### src/rtl/wb_stage_q.sv
// wb_stage_q: write-back retire queue.
// Mem-stage entries enter at the tail and retire from the head. A head
// reading a CSR waits for csr_rready. A head writing the RF waits for
// rf_wready. A head carrying an exception commits at once and flushes the
// whole queue on the next cycle.
// Optional debug trace ports are enabled by defining WB_DEBUG_TRACE_EN.
module wb_stage_q #(
  parameter int DATA_W    = 32,
  parameter int RF_AW     = 5,
  parameter int DEPTH     = 2,
  parameter int CSR_NUM_W = 14
) (
  input  logic                         clk,
  input  logic                         reset,
  input  logic                         ms_valid,
  output logic                         ws_allowin,
  input  logic [DATA_W-1:0]            ms_pc,
  input  logic                         ms_rf_we,
  input  logic [RF_AW-1:0]             ms_rf_waddr,
  input  logic [DATA_W-1:0]            ms_rf_wdata,
  input  logic                         ms_csr_re,
  input  logic [CSR_NUM_W-1:0]         ms_csr_num,
  input  logic [7:0]                   ms_exc,
  output logic                         csr_re,
  output logic [CSR_NUM_W-1:0]         csr_num,
  input  logic [DATA_W-1:0]            csr_rvalue,
  input  logic                         csr_rready,
  output logic                         rf_we,
  output logic [RF_AW-1:0]             rf_waddr,
  output logic [DATA_W-1:0]            rf_wdata,
  input  logic                         rf_wready,
  output logic                         wb_ex,
  output logic                         ertn_flush,
  output logic [DATA_W-1:0]            wb_pc,
  output logic [5:0]                   wb_ecode,
  output logic [8:0]                   wb_esubcode,
  output logic [$clog2(DEPTH+1)-1:0]   ws_count
`ifdef WB_DEBUG_TRACE_EN
  ,
  output logic [DATA_W-1:0]            debug_wb_pc,
  output logic [3:0]                   debug_wb_rf_we,
  output logic [RF_AW-1:0]             debug_wb_rf_wnum,
  output logic [DATA_W-1:0]            debug_wb_rf_wdata
`endif
);

  localparam int CW = $clog2(DEPTH+1);
  localparam int PW = $clog2(DEPTH);

  // Exception vector bit {adem,ertn,ine,brk,sys,ale,adef,int}; ertn is bit 6.
  localparam logic [7:0] NON_ERTN_MASK = 8'hBF;

  // Priority encoder: returns {ecode[5:0], esubcode[8:0]}.
  function automatic logic [14:0] exc_code(input logic [7:0] e);
    logic [14:0] r;
    if (e[0])      r = {6'h00, 9'd0};   // int
    else if (e[1]) r = {6'h08, 9'd0};   // adef
    else if (e[7]) r = {6'h08, 9'd1};   // adem
    else if (e[2]) r = {6'h09, 9'd0};   // ale
    else if (e[3]) r = {6'h0B, 9'd0};   // sys
    else if (e[4]) r = {6'h0C, 9'd0};   // brk
    else if (e[5]) r = {6'h0D, 9'd0};   // ine
    else           r = {6'h00, 9'd0};
    return r;
  endfunction

  // Queue payload storage. It has no reset, because validity comes only
  // from the count.
  logic [DATA_W-1:0]    pc_q    [DEPTH];
  logic                 rfwe_q  [DEPTH];
  logic [RF_AW-1:0]     waddr_q [DEPTH];
  logic [DATA_W-1:0]    wdata_q [DEPTH];
  logic                 csrre_q [DEPTH];
  logic [CSR_NUM_W-1:0] csrnum_q[DEPTH];
  logic [7:0]           exc_q   [DEPTH];

  logic [CW-1:0]     count_r;
  logic [PW-1:0]     wr_ptr_r;
  logic [PW-1:0]     rd_ptr_r;
  logic [DATA_W-1:0] last_pc_r;

  logic        head_valid_s;
  logic [7:0]  head_exc_s;
  logic        exc_any_s;
  logic        ex_s;
  logic        retire_s;
  logic        enq_s;
  logic [14:0] code_s;

  assign head_valid_s = (count_r != CW'(0));
  assign head_exc_s   = exc_q[rd_ptr_r];
  assign exc_any_s    = head_valid_s & (head_exc_s != 8'h00);
  assign ex_s         = head_valid_s & ((head_exc_s & NON_ERTN_MASK) != 8'h00);
  assign retire_s     = head_valid_s & ~exc_any_s
                      & (~csrre_q[rd_ptr_r] | csr_rready)
                      & (~rfwe_q[rd_ptr_r] | rf_wready);
  assign ws_allowin   = (count_r < CW'(DEPTH));
  assign enq_s        = ms_valid & ws_allowin & ~exc_any_s;

  assign csr_re     = head_valid_s & csrre_q[rd_ptr_r];
  assign csr_num    = csrnum_q[rd_ptr_r];
  assign rf_we      = retire_s & rfwe_q[rd_ptr_r];
  assign rf_waddr   = waddr_q[rd_ptr_r];
  assign rf_wdata   = csrre_q[rd_ptr_r] ? csr_rvalue : wdata_q[rd_ptr_r];
  assign wb_ex      = ex_s;
  assign ertn_flush = exc_any_s & ~ex_s;
  assign wb_pc      = head_valid_s ? pc_q[rd_ptr_r] : last_pc_r;
  assign ws_count   = count_r;

  // Exception codes, forced to zero unless an exception is committing.
  always_comb begin
    code_s = 15'd0;
    if (ex_s) begin
      code_s = exc_code(head_exc_s);
    end else begin
      code_s = 15'd0;
    end
  end

  assign wb_ecode    = code_s[14:9];
  assign wb_esubcode = code_s[8:0];

  // Occupancy and pointer control. A flush clears the queue and discards
  // any enqueue in the same cycle.
  always_ff @(posedge clk) begin
    if (reset || exc_any_s) begin
      count_r  <= CW'(0);
      wr_ptr_r <= PW'(0);
      rd_ptr_r <= PW'(0);
    end else begin
      if (enq_s)    wr_ptr_r <= wr_ptr_r + PW'(1);
      if (retire_s) rd_ptr_r <= rd_ptr_r + PW'(1);
      case ({enq_s, retire_s})
        2'b10:   count_r <= count_r + CW'(1);
        2'b01:   count_r <= count_r - CW'(1);
        default: count_r <= count_r;
      endcase
    end
  end

  // Tail write of the incoming mem-stage entry.
  always_ff @(posedge clk) begin
    if (enq_s && !reset) begin
      pc_q[wr_ptr_r]     <= ms_pc;
      rfwe_q[wr_ptr_r]   <= ms_rf_we;
      waddr_q[wr_ptr_r]  <= ms_rf_waddr;
      wdata_q[wr_ptr_r]  <= ms_rf_wdata;
      csrre_q[wr_ptr_r]  <= ms_csr_re;
      csrnum_q[wr_ptr_r] <= ms_csr_num;
      exc_q[wr_ptr_r]    <= ms_exc;
    end
  end

  // Remember the most recent head PC so that wb_pc holds it while the queue is empty.
  always_ff @(posedge clk) begin
    if (reset) begin
      last_pc_r <= {DATA_W{1'b0}};
    end else if (head_valid_s) begin
      last_pc_r <= pc_q[rd_ptr_r];
    end
  end

`ifdef WB_DEBUG_TRACE_EN
  assign debug_wb_pc       = wb_pc;
  assign debug_wb_rf_we    = {4{rf_we}};
  assign debug_wb_rf_wnum  = rf_waddr;
  assign debug_wb_rf_wdata = rf_wdata;
`endif

endmodule

### config.mk
export PLATFORM = sky130hd
export DESIGN_NAME = wb_stage_q
export DESIGN_NICKNAME = d
export VERILOG_FILES = /design/src/rtl/wb_stage_q.sv
export SDC_FILE = /design/constraint.sdc
export NUM_CORES = 1
export LEC_CHECK = 0
export BUFFER_PORTS_ARGS = -buffer_cell sky130_fd_sc_hd__buf_2
export CAP_MARGIN = 40
export CORE_ASPECT_RATIO = 1.25
export CORE_MARGIN = 3
export CORE_UTILIZATION = 39
export CTS_BUF_LIST = sky130_fd_sc_hd__clkbuf_8 sky130_fd_sc_hd__clkbuf_16
export CTS_CLUSTER_SIZE = 24
export DETAILED_ROUTE_END_ITERATION = 16
export SLEW_MARGIN = 20
export SYNTH_ARGS = -nofsm -noshare
export SYNTH_HDL_FRONTEND = slang
export SYNTH_SLANG_ARGS = --single-unit
### constraint.sdc
create_clock -name clk -period 9.5 [get_ports clk]
set_clock_uncertainty 0.1 [all_clocks]
set_input_delay 1.9 -clock clk [delete_from_list [all_inputs] [get_ports clk]]
set_output_delay 1.9 -clock clk [all_outputs]
set_load 0.05 [all_outputs]
; ---- Yosys cells after proc, flatten, opt, wreduce, memory -nomap -nowiden
; Memories as Yosys holds them, arrays and structs flattened. A register that Yosys moved wholly into a read port is not among the register bits.
; Cells that the tools add are included.
; Widths: inputs -> output; s select.
[classes]
add_sub_neg = 4
n_lt_le_gt_ge = 1
n_eq_ne = 2
n_mux = 27
bitwise = 16
reduce_logical = 7
[ops]
columns = op, count
row1 = $mux 13, 7
row2 = $mux 32, 2
row3 = $mux 1, 16
row4 = $reduce_bool 8->1, 2
row5 = $mux 15, 1
row6 = $and 1x1->1, 10
row7 = $not 1->1, 4
row8 = $pmux 2 s2, 1
row9 = $reduce_bool 2->1, 2
row10 = $add 1x1->1 const B, 2
row11 = $add 2x1->2 const B, 1
row12 = $eq 2x1->1 const B, 1
row13 = $eq 2x2->1 const B, 1
row14 = $lt 2x2->1 const B, 1
row15 = $or 1x1->1, 2
row16 = $sub 2x1->2 const B, 1
row17 = $logic_and 1x1->1, 1
row18 = $logic_not 1->1, 1
row19 = $logic_or 1x1->1, 1
[totals]
ff_bits = 36
ram_bits = 186
input_bits = 130
wordCells = 68
mem_count = 7
[mem_list]
columns = name, depth, width, read_ports, rd_ports_with_merged_regs, wr, line
row1 = pc_q, 2, 32, 1, 1, 1, 69  ; logic [DATA_W-1:0] pc_q [DEPTH];
row2 = wdata_q, 2, 32, 1, 1, 1, 72  ; logic [DATA_W-1:0] wdata_q [DEPTH];
row3 = csrnum_q, 2, 14, 1, 1, 1, 74  ; logic [CSR_NUM_W-1:0] csrnum_q[DEPTH];
row4 = exc_q, 2, 8, 1, 1, 1, 75  ; logic [7:0] exc_q [DEPTH];
row5 = waddr_q, 2, 5, 1, 1, 1, 71  ; logic [RF_AW-1:0] waddr_q [DEPTH];
row6 = csrre_q, 2, 1, 1, 1, 1, 73  ; logic csrre_q [DEPTH];
row7 = 1 more memories, n/a, n/a, n/a, n/a, n/a, n/a

; ---- Depth between registers and ports, before layout
; Gate-level depths: netlist (run 1).
[depth]
word_depth = 8
depth_mapped = 10
ltp_nobuf = 9

; ---- Worst setup path before layout (run 1)
; No wires, ideal clock.
[synth_timing]
path_type = input-to-reg
start = in ms_valid
end = mem csrnum_q[0][0], enable pin
setup_ns = 0.619
arrival_time_ns = 7.694
path_slack_ns = 1.087
cell_stages = 2
n_path_buf = 0
cell_sequence = nand2_1 > a2111oi_2
[synth_between]
elab_chain_len = 5
[synth_rtl]
columns = item, line
row1 = from (decl), 15  ; input logic ms_valid,
row2 = $and 1x1->1 (2 in series), 98  ; assign enq_s = ms_valid & ws_allowin & ~exc_any_s;
row3 = $logic_and 1x1->1, 143  ; if (enq_s && !reset) begin
row4 = $mux 1, 143
row5 = $mux 1 (not written as such), 149  ; csrnum_q[wr_ptr_r] <= ms_csr_num;
row6 = to (decl), 74
; Every way passes these cells.

==> impl_metrics.sql, run 1 <==
INSERT INTO impl_metrics (metric_group, metric, value, unit) VALUES
('run_status', 'outcome', 'finished, final reports clean', ''),
('routing', 'first_pass_iteration_count_of_the_detailed_router', '4', ''),
('finish', 'multi_input_area', '2130', 'um2'),
('floorplan', 'initial_util', '0.398', ''),
('routing', 'postRouteWirelength', '18200', 'um'),
('timing', 'min_period', '5.62', 'ns'),
('synth', 'yosysSeqAreaShare', '0.736', ''),
('min_path', 'hp-class', 'register to register', ''),
('placed_design', 'gpl.final_weighted_congestion', '0.747', ''),
('finish', 'layout.nets', '933', ''),
('finish', 'register_area', '6330', 'um2'),
('global_route', 'grt_pass1_wl', '27100', 'um'),
('timing', 'timing_hold_violations_final', '0', ''),
('cts', 'clock_tree.buffer_depth', '3', ''),
('global_route', 'initial_antenna_violation_count', '4', ''),
('critical_path', 'crit_arrival', '3.62', 'ns'),
('floorplan', 'floorplan.core_area', '21600', 'um2'),
('critical_path', 'critPathLaunchType', 'register', ''),
('synth', 'synth_ff_type', 'edfxtp_1', ''),
('power_and_ir_drop', 'total_power', '2.22', 'mW'),
('finish', 'area_growth', '26.1', '%'),
('synth', 'count_of_flip_flops_with_a_built_in_enable_after_synthesis', '186', ''),
('critical_path', 'worst_path_dominant_cell_family', 'simple AND/OR/NAND/NOR gates', ''),
('finish', 'layout-drive-gt1-share', '0.366', ''),
('synth', 'post_synth_num_cell_types', '40', ''),
('finish', 'fin_cells', '1102', ''),
('cts', 'holdBufCountCts', '0', ''),
('timing', 'setup-violations-final', '0', ''),
('placed_design', 'place_inst', '1054', ''),
('synth', 'syn-cell-area', '8600', 'um2'),
('critical_path', 'cp_num_buf_inv', '1', ''),
('global_route', 'pin_count_of_the_biggest_net_entering_global_routing', '66', ''),
('cts', 'worst_setup_hold_path_clk_slew', '0.06', 'ns'),
('finish', 'utilization', '0.501', ''),
('critical_path', 'path_cells', 'or3b_2, a222oi_1, nand4_2, nor2_1, buf_2', ''),
('synth', 'synth_async_sr_flop_share', '0', ''),
('timing', 'fin_crit_sh', '0.591', ''),
('critical_path', 'ff2ff_path_depth', '5', ''),
('finish', 'final.fill_count', '1911', ''),
('routing', 'dr.first_iter.drc_count', '228', ''),
('cts', 'clock_sinks', '223', ''),
('critical_path', 'crit_path_slowest_cell', 'a222oi_1', ''),
('global_route', 'vias_in_the_first_global_route', '5452', ''),
('timing', 'setup_slack', '3.88', 'ns'),
('routing', 'routed-via-count', '5349', ''),
('floorplan', 'die_area', '23900', 'um2'),
('routing', 'ant_nets', '0', ''),
('floorplan', 'die_x_extent', '139', 'um'),
('cts', 'tritoncts', 'built', ''),
('routing', 'detail_route.wl_per_cell', '16.5', 'um'),
('power_and_ir_drop', 'power-per-cell-area', '205', 'nW/um2'),
('critical_path', 'critPathKind', 'register to output pin', ''),
('cts', 'numCtsBuffers', '24', ''),
('routing', 'detail_route.drc_violations', '0', ''),
('global_route', 'global_route.usage.total', '0.142', ''),
('min_path', 'hp-start', 'rd_ptr_r', ''),
('timing', 'clock.fmax', '178', 'MHz'),
('cts', 'post_cts.repair.setup_buffers', '0', ''),
('synth', 'synthCells', '574', ''),
('routing', 'post_drt_via_cell_ratio', '4.85', ''),
('critical_path', 'worstSetupEndpointType', 'output pin', ''),
('cts', 'cts_root_buf', 'clkbuf_16', ''),
('global_route', 'overflow', '0', ''),
('timing', 'max-slew-margin-rel', '0.333', ''),
('run', 'drv_cap', '0', ''),
('synth', 'synth-seq-cells', '223', ''),
('critical_path', 'critical_path_peak_fanout', '52', ''),
('timing', 'worst_slew_pin_slew', '1.00', 'ns'),
('critical_path', 'worst-r2r-setup-slack', '5.42', 'ns'),
('cts', 'htree_levels', '1', ''),
('timing', 'final.setup.tns', '0', 'ns');
synth_stat cells (2+ instances only):
library cell | number | area (um2)
edfxtp_1 | 186 | 5590
or3b_1 | 2 | 17.5
nor2_1 | 40 | 150
nor3b_1 | 2 | 15.0
inv_1 | 5 | 18.8
mux2_2 | 20 | 225
mux2i_1 | 67 | 671
dfxtp_1 | 37 | 741
o31ai_1 | 2 | 15.0
a2111oi_2 | 2 | 30.0
nand2_1 | 39 | 146
o21ai_0 | 34 | 170
a21oi_1 | 39 | 195
nand3_1 | 2 | 10.0
buf_1 | 4 | 15.0
nor4b_1 | 2 | 17.5
buf_2 | 6 | 30.0
and2_1 | 33 | 206
buf_4 | 10 | 75.1
or3_1 | 2 | 12.5
clkbuf_1 | 19 | 71.3
nand3b_1 | 3 | 22.5
cells by family after synthesis:
family / after synthesis / share of synthesized area
xor+xnor: 1 / 0.00102
other cells: 1 / 0.000436
fa+ha+maj: 1 / 0.00146
compound gates: 85 / 0.0556
mux: 87 / 0.104
simple gates: 131 / 0.0755
buf+inv: 45 / 0.0258
flops: 223 / 0.736
stage by stage:
step	instance area (um2)	hold slack (ns)
floorplan	8630	0.341
global placement	10000	0.346
detailed placement	10000	0.355
CTS	10800	0.343
global route	10800	0.385
finish	10800	0.345
how the worst max path moves through the flow:
| stage | from | end | cells after the start |
|---|---|---|---|
| 6_report | register | rf_we | 5 |
| 3_3_place_gp | register | rf_we | 5 |
| 3_5_place_dp | register | rf_wdata[5] | 6 |
| 2_1_floorplan | ms_valid | csrnum_q[0][0] | 2 |
| 4_1_cts | register | rf_wdata[5] | 6 |
| 5_1_grt | register | rf_we | 5 |
state kept, by name, indices dropped and copies added (netlist names), named ones only:
register	cells
rfwe_q	2
csrnum_q	28
rd_ptr_r	1
wdata_q	64
exc_q	16
pc_q	64
ws_count	2
waddr_q	10
wr_ptr_r	1
csrre_q	2
last_pc_r	32
layout by cell type, fill, tap and decap left out, types with 20 or more instances in the layout:
cell type / netlist / final
a21oi_1: 39 / 39
and2_1: 33 / 33
buf_2: 6 / 224
clkbuf_16: 0 / 24
dfxtp_1: 37 / 36
edfxtp_1: 186 / 186
mux2_2: 20 / 20
mux2i_1: 67 / 66
nand2_1: 39 / 39
nor2_1: 40 / 39
o21ai_0: 34 / 34
where the power goes:
group	internal [mW]	total, mW	switching (mW)	leakage (nW)
Clock	0.529	0.891	0.362	0.404
Combinational	0.0568	0.219	0.162	1.63
Sequential	1.10	1.11	0.00921	2.00
Total	1.68	2.22	0.533	4.04
final cells by class:
| type | instances | area share |
|---|---|---|
| Multi-Input combinational cell | 315 | 0.196 |
| Timing Repair Buffer | 233 | 0.113 |
| Tap cell | 279 | 0.0322 |
| Antenna cell | 3 | 0.000692 |
| Sequential cell | 223 | 0.584 |
| Clock inverter | 15 | 0.0103 |
| Inverter | 5 | 0.00173 |
| Clock buffer | 29 | 0.0617 |
routing by layer:
metal | vias to the layer above | global-route usage | share of wire
met5 | - | 0 | 0.00072
met4 | 2 | 0.0570 | 0.020
met2 | 204 | 0.258 | 0.53
met1 | 2553 | 0.158 | 0.38
met3 | 29 | 0.0396 | 0.073
li1 | 2561 | - | -
Power figures use the tool's default switching activity.
==> inputs of run 2 (changes only) <==
- clock period: 9.5 -> 5.8 ns (I/O delays scaled with it)
==> run 2 against run 1 <==
  * Via count fell by 2.0%
  * Sequential power grew 63%
  * Combinational power increased by 63%
  * Total power is 66% higher
  * Critical path type unchanged
  * Highest routed layer unchanged
==> impl_metrics.sql, run 2 (synthesized netlist as in run 1, its figures left out) <==
INSERT INTO impl_metrics (metric_group, metric, value, unit) VALUES
('floorplan', 'floorplan.rows', '60', ''),
('power_and_ir_drop', 'max-vdd-ir-drop', '0.236', 'mV'),
('global_route', 'pin_count_of_the_biggest_net_entering_global_routing', '54', ''),
('floorplan', 'die_area', '23900', 'um2'),
('global_route', 'grt_pass1_wl', '26800', 'um'),
('min_path', 'min_delay_path_depth', '1', ''),
('cts', 'clock_latency', '0.50', 'ns'),
('run', 'drv_cap', '0', ''),
('routing', 'routed-via-count', '5241', ''),
('power_and_ir_drop', 'power-per-cell-area', '340', 'nW/um2'),
('placed_design', 'hpwlAfterDp', '12200', 'um'),
('global_route', 'vias_in_the_first_global_route', '5284', ''),
('critical_path', 'worstSetupEndpointType', 'output pin', ''),
('critical_path', 'critical_path_peak_fanout', '15', ''),
('critical_path', 'ff2ff_path_depth', '5', ''),
('cts', 'worst_setup_hold_path_clk_slew', '0.06', 'ns'),
('finish', 'fin_cells', '1100', ''),
('critical_path', 'worst_path_dominant_cell_family', 'simple AND/OR/NAND/NOR gates', ''),
('critical_path', 'cp_num_buf_inv', '1', ''),
('routing', 'dr.first_iter.drc_count', '251', ''),
('routing', 'route.top_layer_used', 'met5', ''),
('cts', 'tritoncts', 'built', ''),
('finish', 'register_area', '6330', 'um2'),
('finish', 'area_growth', '26.3', '%'),
('critical_path', 'critPathKind', 'register to output pin', ''),
('floorplan', 'die_height', '172', 'um'),
('finish', 'final_cell_area', '10900', 'um2'),
('finish', 'layout-drive-gt1-share', '0.361', ''),
('critical_path', 'critPathLaunchType', 'register', ''),
('cts', 'cts_root_buf', 'clkbuf_16', ''),
('timing', 'unrepaired_setup_endpoints_after_global_routing', 'false', ''),
('cts', 'holdBufCountCts', '0', ''),
('timing', 'report.final.slew_viol_count', '0', ''),
('finish', 'largest_registers', 'pc_q: 64 flops, wdata_q: 64 flops, last_pc_r: 32 flops', ''),
('finish', 'multi_input_area', '2130', 'um2'),
('routing', 'dr_wl_met2', '9270', 'um'),
('floorplan', 'floorplan.core_area', '21600', 'um2'),
('placed_design', 'dpl_cell_area', '10100', 'um2'),
('placed_design', 'gpl.final_weighted_congestion', '0.754', ''),
('floorplan', 'initial_util', '0.398', ''),
('critical_path', 'critical_path_required', '4.54', 'ns'),
('cts', 'htree_levels', '1', ''),
('cts', 'clock_tree.buffer_depth', '3', ''),
('routing', 'detail_route.wl_per_cell', '16.1', 'um'),
('cts', 'post_cts.repair.setup_buffers', '0', ''),
('routing', 'detail_route.wirelength.met1', '6780', 'um'),
('global_route', 'initial_antenna_violation_count', '4', ''),
('critical_path', 'worst-r2r-setup-slack', '2.31', 'ns'),
('timing', 'setup-violations-final', '0', ''),
('timing', 'worst_hold_slack', '0.411', 'ns'),
('placed_design', 'dp_slack', '2.03', 'ns'),
('timing', 'fin_crit_sh', '0.733', ''),
('placed_design', 'place_inst', '1056', ''),
('routing', 'detail_route.drc_violations', '0', ''),
('routing', 'first_pass_iteration_count_of_the_detailed_router', '4', ''),
('finish', 'utilization', '0.502', ''),
('cts', 'numCtsBuffers', '23', ''),
('global_route', 'global_route.usage.total', '0.140', ''),
('cts', 'cts_resized', '0', ''),
('finish', 'layout.nets', '933', ''),
('global_route', 'overflow', '0', ''),
('critical_path', 'worst_r2r_endpoint', 'wdata_q[1][25]', ''),
('min_path', 'hp-class', 'register to register', ''),
('timing', 'clock.fmax', '235', 'MHz'),
('timing', 'worst_slew_pin_slew', '0.948', 'ns'),
('finish', 'most-common-layout-cells', '224 x buf_2, 186 x edfxtp_1, 66 x mux2i_1', ''),
('routing', 'dr_wl_met3', '1190', 'um'),
('timing', 'max-slew-margin-rel', '0.368', ''),
('routing', 'postRouteWirelength', '17800', 'um'),
('min_path', 'hp-start', 'rd_ptr_r', ''),
('timing', 'timing_hold_violations_final', '0', ''),
('power_and_ir_drop', 'leakagePower', '4.03', 'nW'),
('finish', 'most_common_library_cell_in_the_layout_ignoring_fill_and_taps', 'buf_2', ''),
('timing', 'setup_slack', '1.55', 'ns'),
('finish', 'final.fill_count', '1867', ''),
('critical_path', 'worst_path_largest_cell_delay', '0.85', 'ns'),
('routing', 'post_drt_via_cell_ratio', '4.76', ''),
('cts', 'clock_sinks', '223', ''),
('timing', 'min_period', '4.25', 'ns'),
('critical_path', 'crit_path_slowest_cell', 'a222oi_1', ''),
('min_path', 'hold_path_end', 'rd_ptr_r', ''),
('critical_path', 'crit_arrival', '2.99', 'ns'),
('floorplan', 'die_x_extent', '139', 'um'),
('critical_path', 'path_cells', 'or3b_2, a222oi_1, nand4_2, nor2_1, buf_2', ''),
('run_status', 'outcome', 'finished, final reports clean', ''),
('placed_design', 'buffer_ports.inserted', '224', ''),
('floorplan', 'io_pins', '235', ''),
('routing', 'ant_nets', '0', '');
-- run 2: cell types whose count changed in the layout (fill, tap and decap cells not counted), sizes merged --
| cell | before | now |
|---|---|---|
| buf | 233 | 234 |
| bufinv | 1 | 5 |
| clkbuf | 29 | 23 |
| clkinv | 7 | 12 |
| clkinvlp | 1 | 0 |
| diode | 3 | 2 |
| inv | 11 | 7 |
-- run 2: stage by stage --
stage                     power [mW]  setup TNS (ns)
after floorplan                 2.10         -384.06
after global placement          2.20               0
after detailed placement        2.21               0
after CTS                       3.74               0
after global routing            3.83               0
final                           3.69               0
-- run 2: cell type report --
type                            count  area share
Inverter                            5     0.00173
Multi-Input combinational cell    315       0.196
Clock inverter                     19      0.0195
Sequential cell                   223       0.583
Antenna cell                        2    0.000461
Timing Repair Buffer              234       0.114
Tap cell                          279      0.0322
Clock buffer                       23      0.0530
-- run 2: worst max-delay path by stage --
stage / startpoint / end / slack [ns] / cells after the start
after floorplan: exc_q[1][4] / csrnum_q[0][0] / -2.06 / 4
after global placement: register / wb_ecode[2] / 2.09 / 7
after detailed placement: register / rf_we / 2.03 / 5
after CTS: register / rf_we / 1.49 / 5
after global routing: register / rf_we / 1.26 / 5
final: register / rf_we / 1.55 / 5
-- run 2: power by group --
group,total (mW),internal (mW),leakage (nW),switching [mW]
logic,0.358,0.0946,1.64,0.264
registers,1.81,1.80,2.00,0.0148
clock network,1.52,0.942,0.390,0.574
total,3.69,2.84,4.03,0.853
-- run 2: metal layers --
layer,up-vias,GRT usage
met5,-,0
met4,4,0.0557
met3,40,0.0382
met2,170,0.252
met1,2466,0.159
li1,2561,-
